[src/rtl/fwd_hazard_unit_pkg.sv]
// Shared constants and types for the EXE-stage forwarding / load-use hazard unit.
package fwd_hazard_unit_pkg;

    localparam int REG_ADDR_LEN_DEF = 5;
    localparam int SEL_RF           = 0;
    localparam int SEL_STAGE_BASE   = 1;
    localparam int FORW_SEL_LEN     = 2;
    localparam int STALL_CNT_LEN    = 4;

    typedef enum logic {
        ST_IDLE  = 1'b0,
        ST_STALL = 1'b1
    } fsm_state_t;

endpackage

[src/rtl/fwd_match_prio.sv]
// Per-source forwarding match with nearest-stage priority; flags a load-use hazard
// when the winning producer is still a load in flight.
module fwd_match_prio
    import fwd_hazard_unit_pkg::*;
#(
    parameter int REG_ADDR_LEN = REG_ADDR_LEN_DEF,
    parameter int NUM_STAGES   = 2,
    parameter int SEL_LEN      = $clog2(NUM_STAGES + 1),
    parameter int ZERO_REG_FWD = 0
) (
    input  logic [REG_ADDR_LEN-1:0]            src_addr,
    input  logic                               src_valid,
    input  logic [NUM_STAGES*REG_ADDR_LEN-1:0] dest_addr,
    input  logic [NUM_STAGES-1:0]              dest_wb_en,
    input  logic [NUM_STAGES-1:0]              dest_is_load,
    output logic [SEL_LEN-1:0]                 sel,
    output logic                               hazard
);

    logic addr_ok;

    assign addr_ok = (ZERO_REG_FWD != 0) || (src_addr != '0);

    // Walk from the farthest stage inward so the nearest match overwrites the rest.
    always_comb begin
        sel    = SEL_LEN'(SEL_RF);
        hazard = 1'b0;
        for (int k = NUM_STAGES - 1; k >= 0; k--) begin
            if (src_valid && addr_ok && dest_wb_en[k] &&
                (src_addr == dest_addr[k*REG_ADDR_LEN +: REG_ADDR_LEN])) begin
                sel    = SEL_LEN'(k + SEL_STAGE_BASE);
                hazard = dest_is_load[k];
            end
        end
        if (hazard) begin
            sel = SEL_LEN'(SEL_RF);
        end
    end

endmodule

[src/rtl/fwd_hazard_unit.sv]
// EXE-stage operand forwarding select generator with load-use stall FSM,
// synchronous flush and a saturating forward-event counter.
module fwd_hazard_unit
    import fwd_hazard_unit_pkg::*;
#(
    parameter int REG_ADDR_LEN = REG_ADDR_LEN_DEF,
    parameter int NUM_SRC      = 3,
    parameter int NUM_STAGES   = 2,
    parameter int SEL_LEN      = $clog2(NUM_STAGES + 1),
    parameter int ZERO_REG_FWD = 0,
    parameter int LOAD_LAT     = 1,
    parameter int CNT_LEN      = 16
) (
    input  logic                               CLK,
    input  logic                               RST_N,
    input  logic [NUM_SRC*REG_ADDR_LEN-1:0]    SRC_ADDR_EXE,
    input  logic [NUM_SRC-1:0]                 SRC_VALID_EXE,
    input  logic [NUM_STAGES*REG_ADDR_LEN-1:0] DEST_ADDR,
    input  logic [NUM_STAGES-1:0]              DEST_WB_EN,
    input  logic [NUM_STAGES-1:0]              DEST_IS_LOAD,
    input  logic                               FLUSH,
    output logic [NUM_SRC*SEL_LEN-1:0]         OPERAND_SEL,
    output logic                               STALL,
    output logic [CNT_LEN-1:0]                 FWD_COUNT
);

    logic [NUM_SRC*SEL_LEN-1:0] sel_raw;
    logic [NUM_SRC*SEL_LEN-1:0] sel_next;
    logic [NUM_SRC-1:0]         hazard_src;
    fsm_state_t                 state, state_next;
    logic [STALL_CNT_LEN-1:0]   stall_cnt, stall_cnt_next;

    for (genvar i = 0; i < NUM_SRC; i++) begin : g_src
        fwd_match_prio #(
            .REG_ADDR_LEN (REG_ADDR_LEN),
            .NUM_STAGES   (NUM_STAGES),
            .SEL_LEN      (SEL_LEN),
            .ZERO_REG_FWD (ZERO_REG_FWD)
        ) u_match (
            .src_addr     (SRC_ADDR_EXE[i*REG_ADDR_LEN +: REG_ADDR_LEN]),
            .src_valid    (SRC_VALID_EXE[i]),
            .dest_addr    (DEST_ADDR),
            .dest_wb_en   (DEST_WB_EN),
            .dest_is_load (DEST_IS_LOAD),
            .sel          (sel_raw[i*SEL_LEN +: SEL_LEN]),
            .hazard       (hazard_src[i])
        );
    end

    // Flush overrides everything; while stalled no new hazard is accepted.
    always_comb begin
        state_next     = state;
        stall_cnt_next = stall_cnt;
        sel_next       = sel_raw;
        if (FLUSH) begin
            state_next     = ST_IDLE;
            stall_cnt_next = '0;
            sel_next       = '0;
        end else begin
            case (state)
                ST_IDLE: begin
                    if (|hazard_src) begin
                        state_next     = ST_STALL;
                        stall_cnt_next = STALL_CNT_LEN'(LOAD_LAT - 1);
                    end
                end
                ST_STALL: begin
                    sel_next = '0;
                    if (stall_cnt == '0) begin
                        state_next = ST_IDLE;
                    end else begin
                        stall_cnt_next = stall_cnt - STALL_CNT_LEN'(1);
                    end
                end
                default: state_next = ST_IDLE;
            endcase
        end
    end

    always_ff @(posedge CLK or negedge RST_N) begin
        if (!RST_N) begin
            state       <= ST_IDLE;
            stall_cnt   <= '0;
            OPERAND_SEL <= '0;
            FWD_COUNT   <= '0;
        end else begin
            state       <= state_next;
            stall_cnt   <= stall_cnt_next;
            OPERAND_SEL <= sel_next;
            if ((|sel_next) && (FWD_COUNT != '1)) begin
                FWD_COUNT <= FWD_COUNT + CNT_LEN'(1);
            end
        end
    end

    assign STALL = (state == ST_STALL);

endmodule

[config.mk]
export PLATFORM = sky130hd
export DESIGN_NAME = fwd_hazard_unit
export DESIGN_NICKNAME = d
export VERILOG_FILES = /design/src/rtl/fwd_hazard_unit_pkg.sv /design/src/rtl/fwd_match_prio.sv /design/src/rtl/fwd_hazard_unit.sv
export SDC_FILE = /design/constraint.sdc
export NUM_CORES = 1
export LEC_CHECK = 0
export CAP_MARGIN = 15
export CORE_MARGIN = 4
export CORE_UTILIZATION = 42
export DETAILED_ROUTE_END_ITERATION = 6
export PLACE_DENSITY = 0.76
export REMOVE_ABC_BUFFERS = 1
export SLEW_MARGIN = 20
export SYNTH_ARGS = -nofsm -noshare
export SYNTH_HDL_FRONTEND = slang
export SYNTH_SLANG_ARGS = --single-unit
[constraint.sdc]
create_clock -name CLK -period 2.2 [get_ports CLK]
set_clock_uncertainty 0.15 [all_clocks]
set_input_delay 0.66 -clock CLK [delete_from_list [all_inputs] [get_ports CLK]]
set_output_delay 0.66 -clock CLK [all_outputs]
set_load 0.05 [all_outputs]
==> results of run 1 <==
[path summary, 6_finish.rpt]
check | end | slack [ps] | startpoint
max reg2reg | FWD_COUNT[8]$_DFFE_PN0P_ | 100 | FWD_COUNT[7]$_DFFE_PN0P_
max in group asynchronous | stall_cnt[1]$_DFFE_PN0P_ | 1040 | RST_N
min | FWD_COUNT[15]$_DFFE_PN0P_ | 360 | FWD_COUNT[15]$_DFFE_PN0P_
min in group asynchronous | FWD_COUNT[8]$_DFFE_PN0P_ | 600 | RST_N
min reg2reg | FWD_COUNT[15]$_DFFE_PN0P_ | 360 | FWD_COUNT[15]$_DFFE_PN0P_
max | FWD_COUNT[8]$_DFFE_PN0P_ | -350 | SRC_ADDR_EXE[0]
[layout by cell type, fill, tap and decap left out, drive strengths merged, types with 4 or more instances in the layout]
master	count
nor3	8
clkbuf	7
nand2	10
o21ai	5
or3	7
dfrtp	27
a21oi	9
nor2	7
or4	4
inv	4
clkdlybuf4s50	7
xor2	25
xnor2	19
a211oi	6
nand4	11
nand3	4
buf	93
[area by class of cell]
| cell class | instances | area (µm²) |
|---|---|---|
| Clock inverter | 1 | 5.00 |
| Fill cell | 304 | 1200 |
| Clock buffer | 3 | 41.3 |
| Sequential cell | 27 | 676 |
| Inverter | 4 | 15.0 |
| Multi-Input combinational cell | 147 | 1400 |
| Timing Repair Buffer | 111 | 950 |
| Tap cell | 52 | 65.1 |
[metrics by stage]
stage               setup TNS, ps  cell area, µm²  util [%]
CTS                         -5990            2990      68.7
finish                      -5940            3150      72.4
floorplan                   -6990            1860         -
global placement           -20360            2800      64.2
detailed placement         -21860            2800      64.2
global route                -7240            3150      72.4
[registers in the layout, indices dropped and copies added (netlist names)]
register,count
FWD_COUNT,16
OPERAND_SEL,6
STALL,1
stall_cnt,4
[where the power goes]
part	internal [µW]	total, µW	switching, µW
clock	127	286	159
combinational	192	406	214
sequential	518	545	27.4
total	837	1240	400
[logic make-up (layout without fill, tap and decap cells)]
| family | after synthesis | count (layout) | synth area share [%] |
|---|---|---|---|
| simple gates | 67 | 67 | 22.4 |
| xor+xnor | 44 | 44 | 20.4 |
| flops | 27 | 27 | 35.7 |
| buf+inv | 7 | 119 | 2.18 |
| mux | 3 | 3 | 1.99 |
| compound gates | 29 | 30 | 15.3 |
| fa+ha+maj | 3 | 3 | 1.99 |
[layer usage]
metal | GRT usage [%] | wire length (µm)
met5 | 0 | 0
met4 | 8.70 | 131
met3 | 2.67 | 414
met2 | 37.9 | 3220
met1 | 23.0 | 2160
[repair_timing]
item                                    4_1_cts  5_1_grt
endpoints found under the setup margin       25       21
buffers inserted                              9        4
pin swaps                                    27       29
gates resized for setup                     101       50
cloned                                        1        0
==> flow_summary.json, run 1 <==
{
  "cts_made_buffers": 3,
  "synth.distinct_cells": 46,
  "cp-end-kind": "flip-flop",
  "syn_to_final_growth_pct": 66.8,
  "critPathMaxStageDelay_ps": 540,
  "post_synth.cell_area_avg_um2": 10.5,
  "worstPathArrival_ps": 2610,
  "post-route-min-period_ps": 2550,
  "p_leak_uw": 0.00142,
  "antenna_found_initial": 0,
  "rsz0062_at_grt": "yes",
  "drcViolationCount": 0,
  "drive_above_1_share_pct": 51.2,
  "layoutNonFillerInstCount": 345,
  "insertedDiodeCount": 0,
  "clock_sinks": 27,
  "dp_hpwl_um": 4160,
  "drt_iter0_drc": 89,
  "fin_ws_ps": -355,
  "htree_num_levels": 1,
  "vias_per_cell": 5.46,
  "crit_family": "simple AND/OR/NAND/NOR gates",
  "whs_ps": 361,
  "fmax_mhz": 391,
  "ys_seq_area_share_pct": 35.7,
  "grt_pass1_vias": 1922,
  "cts.path.max_buffers": 2,
  "min_period_over_period_pct": 116,
  "worstMarginPinSlew_ps": 353,
  "portBuffers": 57,
  "routed_wl_um": 5930,
  "die_y_um": 75.1,
  "routedWlPerCell_um": 17.2,
  "clkLatencyLatePin_ps": 280,
  "grt_max_degree": 28,
  "syn_inst": 180,
  "place_inst": 328,
  "rows": 24,
  "synth.most_common_cell": "dfrtp_1",
  "cts_root_buffer": "clkbuf_8",
  "firstDrtPassIters": 4,
  "holdPathStages": 1,
  "synthTopCellsByArea": "dfrtp_1, xor2_1, xnor2_1, nand4_1, a211oi_2",
  "synth_area_um2": 1890,
  "grt_overflow": 0,
  "synth.largest_area_cell": "dfrtp_1",
  "hp-class": "reg -> reg",
  "nNetsFinal": 332,
  "ys.warnings.count": 0,
  "crit_slowest_cell": "or4_4",
  "cts_tree": "yes",
  "postRouteAntennaNets": 0,
  "start_util_pct": 43.4,
  "finalSetupViolations": 21,
  "peakVddDrop_mv": 0.242,
  "async_flop_share_pct": 100,
  "cp_common_cell": "buf_6",
  "max_cap_viol_count": 0,
  "slew_headroom_pct": 76.5,
  "cts.hold.buffers_added": 0,
  "cp-start-kind": "primary input",
  "violations": "negative setup slack",
  "crit_chain": "buf_6 -> or4_4 -> o21ai_4 -> nor3_4 -> nor3_4 -> buf_6 -> o21bai_4 -> buf_6 -> a211oi_2 -> xor2_1",
  "status": "complete, but fails checks",
  "synth_top_area_share_pct": 35.7,
  "path_max_fanout": 5,
  "vias": 1882,
  "grt_pass1_wl_um": 8810,
  "total_power_uw": 1240,
  "worst-path-buf-inv": 3,
  "die_w_um": 75.1,
  "grt_usage_pct": 20.3,
  "dieArea_um2": 5640,
  "synth_ff_type": "dfrtp_1",
  "clk_pin_slew_worst_paths_ps": 90,
  "gp_congestion": 0.837,
  "crit_cells": 10,
  "yosys_register_bits": 27,
  "power_density_nw_per_um2": 392,
  "place_ws_ps": -1050,
  "io_pins": 58,
  "synth_edf_count": 0,
  "finalHoldViolations": 0,
  "critical_path_class": "in -> reg",
  "drv_slew": 0,
  "core_area_um2": 4350,
  "reg2regPathDepth": 8,
  "synthTopCellsByCount": "dfrtp_1, xor2_1, xnor2_1",
  "cp.required_ps": 2250
}
(Power assumes the default switching activity.)
==> run 2: changes to the inputs <==
--- a/config.mk
+++ b/config.mk
@@ -5,11 +5,12 @@
 export SDC_FILE = /design/constraint.sdc
 export NUM_CORES = 1
 export LEC_CHECK = 0
+export ABC_AREA = 1
 export CAP_MARGIN = 15
 export CORE_MARGIN = 4
-export CORE_UTILIZATION = 42
+export CORE_UTILIZATION = 44
 export DETAILED_ROUTE_END_ITERATION = 6
-export PLACE_DENSITY = 0.76
+export PLACE_DENSITY = 0.77
 export REMOVE_ABC_BUFFERS = 1
 export SLEW_MARGIN = 20
 export SYNTH_ARGS = -nofsm -noshare
==> run 2 against run 1 <==
The flow now finishes without violations. Flip-flop and latch count stayed put. Global-route usage is 0.23 points higher. Via count is 32% higher. Combinational power is 10% higher. Largest cell class unchanged. Setup slack better by 420 ps. Clock power is 3% higher. Die area is 8.6% higher.
==> flow_summary.json, run 2 <==
{
  "status": "finished clean",
  "synth_edf_count": 0,
  "cts_made_buffers": 3,
  "clk_pin_slew_worst_paths_ps": 100,
  "rsz0062_at_grt": "yes",
  "cts.path.max_buffers": 2,
  "dp_hpwl_um": 4920,
  "grt_usage_pct": 20.6,
  "synth_ff_type": "dfrtp_1",
  "largest_register_ffs": 16,
  "start_util_pct": 45.7,
  "htree_num_levels": 1,
  "ys_seq_area_share_pct": 31.1,
  "top_regs": "FWD_COUNT (16), OPERAND_SEL (6), stall_cnt (4)",
  "nNetsFinal": 478,
  "total_power_uw": 1280,
  "synth_area_um2": 2170,
  "syn_inst": 350,
  "core_area_um2": 4750,
  "synthTopCellsByArea": "dfrtp_1, nand2_1, nand3_1, inv_1, nor2_1",
  "fillers": 450,
  "antenna_found_initial": 0,
  "fmax_mhz": 468,
  "die_w_um": 78.3,
  "grt_pass1_vias": 2242,
  "synth.largest_area_cell": "dfrtp_1",
  "max_cap_viol_count": 0,
  "vias_per_cell": 4.90,
  "hp-class": "reg -> reg",
  "io_pins": 58,
  "ys.warnings.count": 0,
  "drive_above_1_share_pct": 31.9,
  "final_common_cell": "nand2_1",
  "wl_met3_um": 434,
  "critical_path_class": "in -> reg",
  "synthTopCellsByCount": "nand2_1, inv_1, nand3_1",
  "slew_headroom_pct": 76.3,
  "clkLatencyLatePin_ps": 280,
  "p_leak_uw": 0.00168,
  "cp-end-kind": "flip-flop",
  "post_synth.cell_area_avg_um2": 6.21,
  "holdCritStartpoint": "FWD_COUNT[7]$_DFFE_PN0P_",
  "grt_max_degree": 28,
  "firstDrtPassIters": 4,
  "cts_root_buffer": "clkbuf_8",
  "highest_layer": "met4",
  "cp.required_ps": 2230,
  "worstMarginPinSlew_ps": 353,
  "finalHoldViolations": 0,
  "async_flop_share_pct": 100,
  "cts_tree": "yes",
  "post-route-min-period_ps": 2140,
  "largest-register": "FWD_COUNT",
  "routed_wl_um": 6230,
  "synth.most_common_cell": "nand2_1",
  "path_max_fanout": 7,
  "grt_overflow": 0,
  "final_cell_area_um2": 3060,
  "rows": 25,
  "gp_congestion": 0.880,
  "wl_met2_um": 3120,
  "dieArea_um2": 6120,
  "power_density_nw_per_um2": 419,
  "drt_iter0_drc": 198,
  "cp-start-kind": "primary input",
  "vias": 2481,
  "r2r_start": "FWD_COUNT[1]$_DFFE_PN0P_",
  "multi_input_area_um2": 1360,
  "startpoint": "SRC_ADDR_EXE[3]",
  "peakVddDrop_mv": 0.251,
  "syn_to_final_growth_pct": 40.9,
  "routedWlPerCell_um": 12.3,
  "finalSetupViolations": 0,
  "drv_slew": 0,
  "seq_area_um2": 676,
  "synth.distinct_cells": 26,
  "postRouteAntennaNets": 0,
  "synth_top_area_share_pct": 31.1,
  "yosys_register_bits": 27,
  "whs_ps": 389,
  "portBuffers": 57,
  "min_period_over_period_pct": 97.2,
  "grt_pass1_wl_um": 10100,
  "die_y_um": 78.3,
  "cts.hold.buffers_added": 0,
  "mostFrequentLayoutCells": "nand2_1, buf_4, inv_1, nand3_1, dfrtp_1",
  "post_dp_cell_area_um2": 2920,
  "drcViolationCount": 0,
  "worstPathArrival_ps": 2170,
  "clock_sinks": 27,
  "drt-met1-wl_um": 2590,
  "insertedDiodeCount": 0
}
==> run 2: cell count changes in the layout (fill, tap and decap cells not counted), sizes merged, moves of 19 or more <==
cell   previous run  this run
nand2            10       145
inv               4        52
nor2              7        46
buf              93        55
nand3             4        36
xor2             25         6
==> run 2: final timing paths <==
check	slack, ps	end	cells after the start
setup / recovery	60	FWD_COUNT[4]$_DFFE_PN0P_	15
hold / removal	390	FWD_COUNT[7]$_DFFE_PN0P_	2
setup reg to reg	180	FWD_COUNT[1]$_DFFE_PN0P_	11
hold reg to reg	390	FWD_COUNT[7]$_DFFE_PN0P_	2
max in group asynchronous	1050	STALL$_DFF_PN0_	2
min in group asynchronous	600	FWD_COUNT[7]$_DFFE_PN0P_	2
==> run 2: critical path, stage by stage <==
cell and delay, ps:
dlygate4sd2_1 260, inv_1 90, nand2_1 60, nand2_1 80, nor2_1 50, nand3_2 90, buf_4 120, nand4_1 150
nor2_4 180, nor2_4 50, nand2_4 100, buf_6 130, nand2_1 50, nand2_1 50, nand2_1 50
==> run 2: routing by layer <==
| metal | up-vias | global-route usage (%) |
|---|---|---|
| li1 | 1267 | - |
| met2 | 83 | 36.2 |
| met3 | 9 | 2.41 |
| met1 | 1122 | 26.8 |
| met4 | 0 | 5.07 |
| met5 | - | 0 |
==> run 2: layout make-up <==
cell class              instances  share of cell area [%]
clock inverters                 1                   0.245
flip-flops and latches         27                    22.1
repair buffers                 89                    22.9
multi-input cells             267                    44.3
inverters                      52                    6.38
clock buffers                   3                    1.35
well taps                      67                    2.74
==> run 2: through the flow <==
stage               TNS (ps)  util (%)  instances  worst slack (ps)
global route            -180      64.4        506             -49.3
CTS                        0      63.6        501              19.6
finish                     0      64.4        506              61.4
detailed placement    -11800      61.5        492              -579
floorplan              -1580         -        346              -141
global placement      -10920      61.5        492              -547
==> run 2: cells by family (layout without fill, tap and decap cells) <==
family,after synthesis,count (layout),synth area share (%)
DFF,27,27,31.1
and+or+nand+nor,251,251,52.1
adders and majority gates,3,3,1.73
buffers and inverters,56,145,10.6
xor gates and xnor gates,8,8,3.23
AOI/OAI and AO/OA,5,5,1.21
==> run 2: report_power, final <==
part / leakage, µW / switching [µW] / internal, µW
sequential: 0.000374 / 19.9 / 521
clock: 0.0000217 / 166 / 129
combinational: 0.00128 / 278 / 170
==> run 2: what timing repair did <==
item,CTS,global route
pin swaps,22,25
setup endpoints to repair,21,20
resized for setup,44,64
buffers inserted,5,5
==> run 3: changes to the inputs <==
--- a/config.mk
+++ b/config.mk
@@ -8,9 +8,10 @@
 export ABC_AREA = 1
 export CAP_MARGIN = 15
 export CORE_MARGIN = 4
-export CORE_UTILIZATION = 44
+export CORE_UTILIZATION = 45
 export DETAILED_ROUTE_END_ITERATION = 6
-export PLACE_DENSITY = 0.77
+export MAX_ROUTING_LAYER = met4
+export PLACE_DENSITY = 0.75
 export REMOVE_ABC_BUFFERS = 1
 export SLEW_MARGIN = 20
 export SYNTH_ARGS = -nofsm -noshare
==> constraint.sdc (replaced) <==
create_clock -name CLK -period 2 [get_ports CLK]
set_clock_uncertainty 0.15 [all_clocks]
set_input_delay 0.6 -clock CLK [delete_from_list [all_inputs] [get_ports CLK]]
set_output_delay 0.6 -clock CLK [all_outputs]
set_load 0.05 [all_outputs]
==> run 3 against run 2 <==
The flow now finishes with violations (negative setup slack). Register-to-register slack got worse by 180 ps. First-iteration DRC count down 28%. Power increased by 25%. Largest cell class unchanged.
==> flow_summary.json, run 3 (synthesized netlist as in run 2, its figures left out) <==
{
  "status": "complete, but fails checks",
  "violations": "negative setup slack",
  "postLayoutCoreUtil_pct": 78.1,
  "worstPathArrival_ps": 2080,
  "reg2reg_slack_ps": 0,
  "cts_tree": "yes",
  "die_y_um": 77.5,
  "grt_overflow": 0,
  "vias_per_cell": 5.28,
  "antenna_found_initial": 0,
  "slew_headroom_pct": 74.7,
  "post-route-min-period_ps": 2060,
  "finalHoldViolations": 0,
  "mostFrequentLayoutCells": "nand2_1, buf_4, nand2_2, dfrtp_1, nand3_1",
  "top_regs": "FWD_COUNT (16), OPERAND_SEL (6), stall_cnt (4)",
  "core_area_um2": 4690,
  "r2r_start": "FWD_COUNT[0]$_DFFE_PN0P_",
  "clk_pin_slew_worst_paths_ps": 100,
  "die_w_um": 77.5,
  "drcViolationCount": 0,
  "power_density_nw_per_um2": 438,
  "cp.required_ps": 2020,
  "clock_sinks": 27,
  "cts_made_buffers": 3,
  "largest-register": "FWD_COUNT",
  "peakVddDrop_mv": 0.363,
  "final_common_cell": "nand2_1",
  "rsz0062_at_grt": "yes",
  "start_util_pct": 46.3,
  "routedWlPerCell_um": 14.6,
  "final_cell_area_um2": 3660,
  "holdCritStartpoint": "stall_cnt[1]$_DFFE_PN0P_",
  "clkLatencyLatePin_ps": 280,
  "drv_slew": 0,
  "hold_end": "stall_cnt[1]$_DFFE_PN0P_",
  "finalSetupViolations": 11,
  "grt_pass1_wl_um": 11600,
  "min_period_over_period_pct": 103,
  "cp_common_cell": "nand2_2",
  "place_ws_ps": -716,
  "fmax_mhz": 485,
  "portBuffers": 57,
  "fin_ws_ps": -60.7,
  "hp-class": "reg -> reg",
  "nNetsFinal": 495,
  "crit_chain": "buf_6 -> buf_6 -> nand2_2 -> nand2_2 -> nor2_2 -> nand2_1 -> nor2_2 -> nand4_1 -> nor2_4 -> nor2_4 -> nand2_4 -> buf_8 -> nand2_8 -> nand2_2 -> nand2_1",
  "critical_path_class": "in -> reg",
  "reg2regPathDepth": 12,
  "dp_hpwl_um": 5080,
  "vias": 2695,
  "grt_pass1_vias": 2629,
  "critPathMaxStageDelay_ps": 190,
  "cts_root_buffer": "clkbuf_8",
  "htree_num_levels": 1,
  "post_dp_cell_area_um2": 3210,
  "path_max_fanout": 6,
  "io_pins": 58,
  "cp-start-kind": "primary input",
  "grt_usage_pct": 24.6,
  "p_leak_uw": 0.00188,
  "cts.path.max_buffers": 2,
  "largest_register_ffs": 16,
  "crit_slowest_cell": "nor2_4",
  "drive_above_1_share_pct": 48.9,
  "syn_to_final_growth_pct": 68.7,
  "holdPathStages": 2,
  "whs_ps": 387,
  "grt_max_degree": 28,
  "cp-end-kind": "flip-flop",
  "postRouteAntennaNets": 0,
  "rows": 25,
  "insertedDiodeCount": 0,
  "gp_congestion": 0.934,
  "cts.hold.buffers_added": 0,
  "max_cap_viol_count": 0,
  "r2r-end": "FWD_COUNT[0]$_DFFE_PN0P_",
  "dieArea_um2": 6000,
  "drt_iter0_drc": 142,
  "worstMarginPinSlew_ps": 379,
  "routed_wl_um": 7460,
  "firstDrtPassIters": 5
}
-- run 3: through the flow --
stage,std cells,TNS [ps],total power [µW]
global route,510,-1230,1670
global placement,492,-14290,1180
finish,510,-427,1600
detailed placement,492,-15480,1190
CTS,507,-184,1530
floorplan,346,-4530,861
-- run 3: layer usage --
| metal | vias to the layer above | wire (µm) | share of wire, % | GRT usage (%) |
|---|---|---|---|---|
| met4 | 0 | 184 | 2.5 | 7.83 |
| met5 | - | 0 | 0 | - |
| met1 | 1246 | 2910 | 39 | 27.4 |
| met3 | 21 | 405 | 5.4 | 2.78 |
| li1 | 1309 | - | - | - |
| met2 | 119 | 3960 | 53 | 45.8 |
-- run 3: cell type report --
class / instances / area [µm²]
Sequential cell: 27 / 676
Fill cell: 322 / 1030
Multi-Input combinational cell: 268 / 1550
Inverter: 52 / 216
Clock inverter: 1 / 7.51
Clock buffer: 3 / 41.3
Timing Repair Buffer: 105 / 1110
Tap cell: 54 / 67.6
-- run 3: critical path: cells and delay by family --
kind	cells	cell delay [ps]
buffers and inverters	3	370
and+or+nand+nor	12	1100
-- run 3: power breakdown --
part,internal [µW],switching (µW)
sequential,573,18.2
clock,142,181
combinational,313,378
-- run 3: repair_timing --
item / 4_1_cts / 5_1_grt
resized for setup: 165 / 89
setup endpoints to repair: 23 / 21
buffers inserted: 9 / 3
cloned: 2 / 0
pin swaps: 52 / 70
-- run 3: how the worst max path moves through the flow --
stage | from | end | cells after the start
floorplan | FWD_COUNT[0]$_DFFE_PN0P_ | FWD_COUNT[10]$_DFFE_PN0P_ | 11
global placement | SRC_ADDR_EXE[1] | FWD_COUNT[12]$_DFFE_PN0P_ | 14
detailed placement | DEST_ADDR[1] | FWD_COUNT[6]$_DFFE_PN0P_ | 14
CTS | DEST_ADDR[6] | FWD_COUNT[6]$_DFFE_PN0P_ | 15
global route | SRC_ADDR_EXE[6] | FWD_COUNT[14]$_DFFE_PN0P_ | 16
finish | DEST_ADDR[6] | FWD_COUNT[14]$_DFFE_PN0P_ | 15
